===== src/rtl/_univ_reg_r.sv =====
// Universal WIDTH-bit register: load, shift, rotate, increment and decrement,
// with asynchronous active-low reset and synchronous active-low set.
module _univ_reg_r #(
  parameter int               WIDTH     = 8,
  parameter logic [WIDTH-1:0] RESET_VAL = '0,
  parameter logic [WIDTH-1:0] SET_VAL   = '1
) (
  input  logic             clk,
  input  logic             reset_n,
  input  logic             set_n,
  input  logic             en,
  input  logic [2:0]       mode,
  input  logic [WIDTH-1:0] d,
  input  logic             sin,
  output logic [WIDTH-1:0] q,
  output logic             sout,
  output logic             co,
  output logic             zero
);

  typedef enum logic [2:0] {
    MODE_HOLD = 3'b000,
    MODE_LOAD = 3'b001,
    MODE_SHL  = 3'b010,
    MODE_SHR  = 3'b011,
    MODE_ROL  = 3'b100,
    MODE_ROR  = 3'b101,
    MODE_INC  = 3'b110,
    MODE_DEC  = 3'b111
  } mode_e;

  mode_e op;
  assign op = mode_e'(mode);

  // Carry/borrow are taken from the old value, so wrap is detected before the update.
  always_ff @(posedge clk or negedge reset_n) begin
    if (!reset_n) begin
      q    <= RESET_VAL;
      sout <= 1'b0;
      co   <= 1'b0;
    end else if (!set_n) begin
      q    <= SET_VAL;
      sout <= 1'b0;
      co   <= 1'b0;
    end else if (en) begin
      case (op)
        MODE_HOLD: ;
        MODE_LOAD: begin
          q  <= d;
          co <= 1'b0;
        end
        MODE_SHL: begin
          q    <= {q[WIDTH-2:0], sin};
          sout <= q[WIDTH-1];
          co   <= 1'b0;
        end
        MODE_SHR: begin
          q    <= {sin, q[WIDTH-1:1]};
          sout <= q[0];
          co   <= 1'b0;
        end
        MODE_ROL: begin
          q    <= {q[WIDTH-2:0], q[WIDTH-1]};
          sout <= q[WIDTH-1];
          co   <= 1'b0;
        end
        MODE_ROR: begin
          q    <= {q[0], q[WIDTH-1:1]};
          sout <= q[0];
          co   <= 1'b0;
        end
        MODE_INC: begin
          q  <= q + 1'b1;
          co <= &q;
        end
        MODE_DEC: begin
          q  <= q - 1'b1;
          co <= ~|q;
        end
        default: ;
      endcase
    end
  end

  assign zero = (q == '0);

endmodule


===== config.mk =====
export PLATFORM = sky130hd
export DESIGN_NAME = _univ_reg_r
export DESIGN_NICKNAME = d
export VERILOG_FILES = /design/src/rtl/_univ_reg_r.sv
export SDC_FILE = /design/constraint.sdc
export NUM_CORES = 1
export LEC_CHECK = 0
export BUFFER_PORTS_ARGS = -buffer_cell sky130_fd_sc_hd__buf_2
export CAP_MARGIN = 10
export CORE_MARGIN = 5
export CORE_UTILIZATION = 48
export DETAILED_ROUTE_END_ITERATION = 10
export PLACE_DENSITY = 0.79
export SYNTH_ARGS = -nofsm -noshare
export SYNTH_HDL_FRONTEND = slang
export SYNTH_SLANG_ARGS = --single-unit

===== constraint.sdc =====
create_clock -name clk -period 1.85 [get_ports clk]
set_input_delay 0.185 -clock clk [delete_from_list [all_inputs] [get_ports clk]]
set_output_delay 0.185 -clock clk [all_outputs]
set_load 0.01 [all_outputs]

==> out/qor.csv, run 1 <==
stage;metric;value;unit
timing;period utilisation layout;1.01;
critical_path;r2r setup slk;0.02;ns
synth;EDFF count, synth;0;
synth;Synth Register Bits;10;
critical_path;worst setup path class;reg -> out;
floorplanning;std cell rows;17;
routing;Vias/cell;6.42;
global_route;GR Util All Layers;0.219;
run_status;violated checks;setup timing;
synth;Mapped Cells;145;
cells_and_area;Non-Filler Instances;207;
floorplanning;total die area;0.00338;sq mm
cells_and_area;antenna fix cells;0;
floorplanning;num ports;27;
clock_tree;insertion delay of the later-clocked pin in the worst-skew pair;0.27;ns
place;port bufs;26;
power;Int Power;0.473;mW
floorplanning;Initial Utilization;0.502;
routing;drt total wl;3.67;mm
power;Logic pwr share;0.468;
cells_and_area;FF/Latch Area;251;sq um
global_route;largest net degree at the start of global routing;19;
clock_tree;H-tree depth;1;
routing;DRC;0;
synth;Seq/Total Area, Yosys;0.225;
floorplanning;area of the core;0.00221;sq mm
timing;shortest period the worst path allows;1.86;ns
clock_tree;CTS buffer count;3;
routing;Post-DRT Antenna Nets;0;
cells_and_area;Multi-input gate area;793;sq um
cells_and_area;area grow syn2layout;27.7;%
cells_and_area;Layout Utilization;0.641;
critical_path;WP data required;1.66;ns
timing;Fin. Hold Viols;0;
synth;leading area contributor after synthesis;dfrtp_1;
floorplanning;die height;58.1;microns
global_route;vias in the first global route;1193;
synth;cell area after synthesis;0.00111;sq mm
synth;Synth cell types;46;
power;sequential share of power;0.335;
synth;Synth top cells by count;nand2_1, a21oi_1, dfrtp_1;
critical_path;CP arrival;1.68;ns
power;Switching Fraction;0.390;
clock_tree;worst-case clock buffer depth;2;
critical_path;CP Launch Type;register;
synth;Syn Nets;164;
cells_and_area;fillcell total;198;
place;dpl hpwl;2.64;mm
timing;clock skew;0.000968;ns
place;placed cells;201;
timing;Pins Over Slew Limit;0;
timing;worst rel slew slack;0.717;
timing;Slew @ Worst Pin;0.419;ns
cells_and_area;layout cells sized above 1;0.341;
power;share of total power in the clock network;0.197;
global_route;GRT overflow;0;
timing;hold_ws;0.202;ns
timing;setup ws final;-0.0101;ns
routing;DRT Pass-1 Iters;4;
run_status;status;finished with violations;
power;P_leak;0.620;nW
clock_tree;clock slew at reported path FFs;0.06;ns
synth;top-count cell post-synth;nand2_1;
timing;unrepaired setup endpoints after global routing;yes;
floorplanning;die width;58.1;microns
timing;setup TNS;-0.0101;ns
routing;Avg WL per Cell;17.7;microns
cells_and_area;Final nets;200;
clock_tree;TritonCTS clock tree;built;
routing;routed vias;1328;
critical_path;Critical Path Fanout Max;3;
place;gpl congestion;0.945;
clock_tree;CTS Root Cell;clkbuf_4;
timing;endpoints failing setup;1;
place;dpl cell area;0.00135;sq mm
synth;Post-synth top flop;dfrtp_1;
power;PD cells;547;mW/mm^2
timing;Fmax;538;MHz
clock_tree;# clock sinks;10;
hold_path;Hold WC Path Type;in -> reg;
synth;synth warn;0;
synth;syn avg cell area;7.66;sq um
synth;Async SR Flop Fraction;1.00;
critical_path;Setup crit end kind;primary output;
job;MaxCap Viol Count;0;
global_route;initial antenna violation count;0;
routing;DR iter-0 viols;63;
power;VDD IR max;0.000428;V
synth;main area contributors after synthesis;dfrtp_1, mux2i_1, nand2_1;
synth;Yosys top cell area share;0.225;
cells_and_area;Finished Cell Area;0.00142;sq mm
power;sw power;0.303;mW
global_route;first-pass GRT wire length;5.67;mm
## logic make-up after synthesis
logic type / after synthesis / share of synthesized area
mux: 10 / 0.0912
simple gates: 51 / 0.251
xor+xnor: 5 / 0.0394
compound gates: 43 / 0.267
flops: 10 / 0.225
buf+inv: 23 / 0.0924
fa+ha+maj: 3 / 0.0338
## layout make-up
cell class | instances | share of cell area
multi-input cells | 112 | 0.559
repair buffers | 47 | 0.205
flip-flops and latches | 10 | 0.177
well taps | 28 | 0.0247
inverters | 7 | 0.0185
clock buffers | 3 | 0.0159
## path summary, 6_finish.rpt
kind | end | startpoint | depth (start not counted)
worst max-delay path | zero | q[5] | 4
worst min-delay path | q[3] | set_n | 2
worst max register to register | q[7] | q[5] | 5
worst min register to register | co | co | 2
max in group asynchronous | q[1] | reset_n | 2
min in group asynchronous | sout | reset_n | 2
## per-stage QoR
| step | total power [mW] | worst slack, ns |
|---|---|---|
| after CTS | 0.762 | -0.0235 |
| after detailed placement | 0.600 | 0.00873 |
| final | 0.777 | -0.0101 |
| after global routing | 0.830 | -0.0766 |
| after floorplan | 0.484 | 0.00190 |
| after global placement | 0.594 | 0.0548 |
## metal layers
metal,GRT usage,share of wire,vias up
li1,-,-,615
met1,0.269,0.41,636
met2,0.373,0.49,67
met3,0.0401,0.075,10
met4,0.0927,0.023,0
met5,0,0,-
## placed cells by master, fill, tap and decap left out, types with 4 or more instances in the layout
cell type	n
dfrtp_1	9
nand4_1	4
mux2i_1	9
inv_1	7
o21ai_0	7
o2111ai_1	4
nor3_1	6
nand2_1	15
and3_1	4
nand3_1	7
buf_4	20
buf_2	26
a21oi_1	9
## power by group through the flow
stage | Combinational (mW) | Sequential (mW) | Clock, mW
after floorplan | 0.218 | 0.266 | 0
after global placement | 0.332 | 0.262 | 0
after detailed placement | 0.337 | 0.263 | 0
after CTS | 0.341 | 0.259 | 0.161
after global routing | 0.392 | 0.264 | 0.174
final | 0.364 | 0.260 | 0.153
## critical path, stage by stage (launching register included)
cell and delay, ns:
dfrtp_1 0.38, or4_4 0.56, or2_4 0.25, nor2_1 0.07
buf_2 0.14
## timing repair
action                                  in CTS  in global routing
resized for setup                            0                  6
hold buffers                                 1                  0
hold endpoints to repair                    10                  0
endpoints found under the setup margin       2                  6
pin swaps                                    2                  1
setup buffers                                1                  1
## state kept, by name, summed over array words and instances (netlist names)
name and count:
co 1, q 8, sout 1
(Power assumes the default switching activity.)
==> run 2: changes to the inputs <==
--- a/config.mk
+++ b/config.mk
@@ -14,3 +14,4 @@
 export SYNTH_ARGS = -nofsm -noshare
 export SYNTH_HDL_FRONTEND = slang
 export SYNTH_SLANG_ARGS = --single-unit
+export TNS_END_PERCENT = 5
==> out/qor.csv, run 2 (synthesized netlist as in run 1, its figures left out) <==
stage;metric;value;unit;change
routing;Post-DRT Antenna Nets;0;;unchanged
timing;unrepaired setup endpoints after global routing;yes;;
hold_path;HP Start;set_n;;
place;dpl cell area;0.00135;sq mm;unchanged
place;gpl congestion;0.945;;unchanged
critical_path;crit path max-delay cell type;or4_4;;
routing;routed vias;1328;;unchanged
cells_and_area;fillcell total;198;;unchanged
hold_path;Hold WC Path Type;in -> reg;;
clock_tree;TritonCTS clock tree;built;;
critical_path;CP Launch Type;register;;
floorplanning;std cell rows;17;;unchanged
critical_path;delay-heaviest family, CP;simple AND/OR/NAND/NOR gates;;
cells_and_area;area grow syn2layout;27.7;%;unchanged
timing;worst rel slew slack;0.717;;unchanged
clock_tree;H-tree depth;1;;unchanged
routing;Vias/cell;6.42;;unchanged
critical_path;Critical Path Fanout Max;3;;unchanged
power;VDD IR max;0.000428;V;unchanged
critical_path;Bufs and invs on worst path;1;;unchanged
critical_path;WP data required;1.66;ns;about the same
timing;Pins Over Slew Limit;0;;unchanged
global_route;vias in the first global route;1193;;unchanged
timing;setup ws final;-0.0101;ns;unchanged
cells_and_area;Biggest register;q;;
clock_tree;clock slew at reported path FFs;0.06;ns;about the same
floorplanning;Initial Utilization;0.502;;unchanged
cells_and_area;Final nets;200;;unchanged
global_route;first-pass GRT wire length;5.67;mm;unchanged
timing;clock skew;0.000968;ns;unchanged
global_route;met1 Use GR;0.269;;unchanged
routing;DRT Pass-1 Iters;4;;unchanged
cells_and_area;max reg flops;8;;unchanged
floorplanning;total die area;0.00338;sq mm;unchanged
power;Tot Pwr;0.777;mW;unchanged
timing;hold_ws;0.202;ns;unchanged
cells_and_area;antenna fix cells;0;;unchanged
cells_and_area;commonest non-fill, non-tap cell in the layout;buf_2;;
critical_path;worst setup path start;q[5];;
clock_tree;insertion delay of the later-clocked pin in the worst-skew pair;0.27;ns;about the same
floorplanning;die width;58.1;microns;unchanged
critical_path;worst setup path class;reg -> out;;
timing;shortest period the worst path allows;1.86;ns;unchanged
cells_and_area;Top Registers;q x8, co x1, sout x1;;
power;PD cells;547;mW/mm^2;unchanged
global_route;largest net degree at the start of global routing;19;;unchanged
place;worst slack at placement;0.00873;ns;unchanged
timing;endpoints failing setup;1;;unchanged
routing;DR iter-0 viols;63;;unchanged
global_route;GRT met3 Usage;0.0401;;unchanged
timing;Slew @ Worst Pin;0.419;ns;unchanged
clock_tree;CTS Root Cell;clkbuf_4;;
place;dpl hpwl;2.64;mm;unchanged
routing;DRC;0;;unchanged
cells_and_area;commonest non-fill, non-tap cells in the layout;buf_2, buf_4, nand2_1;;
timing;Fmax;538;MHz;unchanged
timing;Fin. Hold Viols;0;;unchanged
place;port bufs;26;;unchanged
global_route;GR Util All Layers;0.219;;unchanged
critical_path;Setup crit end kind;primary output;;
global_route;GRT overflow;0;;unchanged
global_route;initial antenna violation count;0;;unchanged
cells_and_area;Finished Cell Area;0.00142;sq mm;unchanged
run_status;status;finished with violations;;
critical_path;Worst R2R Start;q[5];;
cells_and_area;Layout Utilization;0.641;;unchanged
critical_path;Max stage delay on crit path;0.56;ns;about the same
cells_and_area;layout cells sized above 1;0.341;;unchanged
power;P_leak;0.620;nW;unchanged
routing;Avg WL per Cell;17.7;microns;unchanged
timing;period utilisation layout;1.01;;unchanged
critical_path;critical-path cell list;or4_4 > or2_4 > nor2_1 > buf_2;;
global_route;met2 Use GR;0.373;;unchanged
critical_path;CP arrival;1.68;ns;about the same
clock_tree;CTS buffer count;3;;unchanged
clock_tree;# clock sinks;10;;unchanged
job;MaxCap Viol Count;0;;unchanged
floorplanning;area of the core;0.00221;sq mm;unchanged
clock_tree;worst-case clock buffer depth;2;;unchanged
global_route;gr busiest metal;met2;;
floorplanning;die height;58.1;microns;unchanged
routing;drt total wl;3.67;mm;unchanged
floorplanning;num ports;27;;unchanged
run_status;violated checks;setup timing;;
run 2: where the power goes:
| group | total [mW] | leakage (nW) | internal [mW] | switching, mW |
|---|---|---|---|---|
| sequential | 0.260 | 0.106 | 0.237 | 0.0227 |
| clock | 0.153 | 0.0138 | 0.0755 | 0.0774 |
| combinational | 0.364 | 0.501 | 0.161 | 0.203 |
run 2: layout make-up:
class,count,area [sq um],area share
multi-input combinational,112,793,0.559
timing repair buffer,47,290,0.205
clock buffer,3,22.5,0.0159
tap,28,35.0,0.0247
inverter,7,26.3,0.0185
sequential,10,251,0.177
run 2: through the flow:
step	cells	setup TNS, ns
6_report	207	-0.0101
5_1_grt	207	-0.0913
3_3_place_gp	201	0
4_1_cts	206	-0.0244
2_1_floorplan	145	0
3_5_place_dp	201	0
run 2: worst paths after layout:
kind                         to  slack, ns  cells past startpoint
min reg2reg                  co       0.53                      2
min in group asynchronous  sout       0.30                      2
max reg2reg                q[7]       0.02                      5
min                        q[3]       0.20                      2
max                        zero      -0.01                      4
max in group asynchronous  q[1]       1.33                      2
run 2: repair_timing:
| item | 4_1_cts | 5_1_grt |
|---|---|---|
| setup buffers | 1 | 1 |
| resized for setup | 0 | 6 |
| setup endpoints to repair | 2 | 6 |
| pin swaps | 2 | 1 |
| hold endpoints to repair | 10 | 0 |
| hold buffers | 1 | 0 |
run 2: routing by layer:
layer  wire [microns]  vias up  part of all wire
li1                 -      615                 -
met3              277       10             0.075
met4               85        0             0.023
met2             1800       67              0.49
met5                0        -                 0
met1             1520      636              0.41
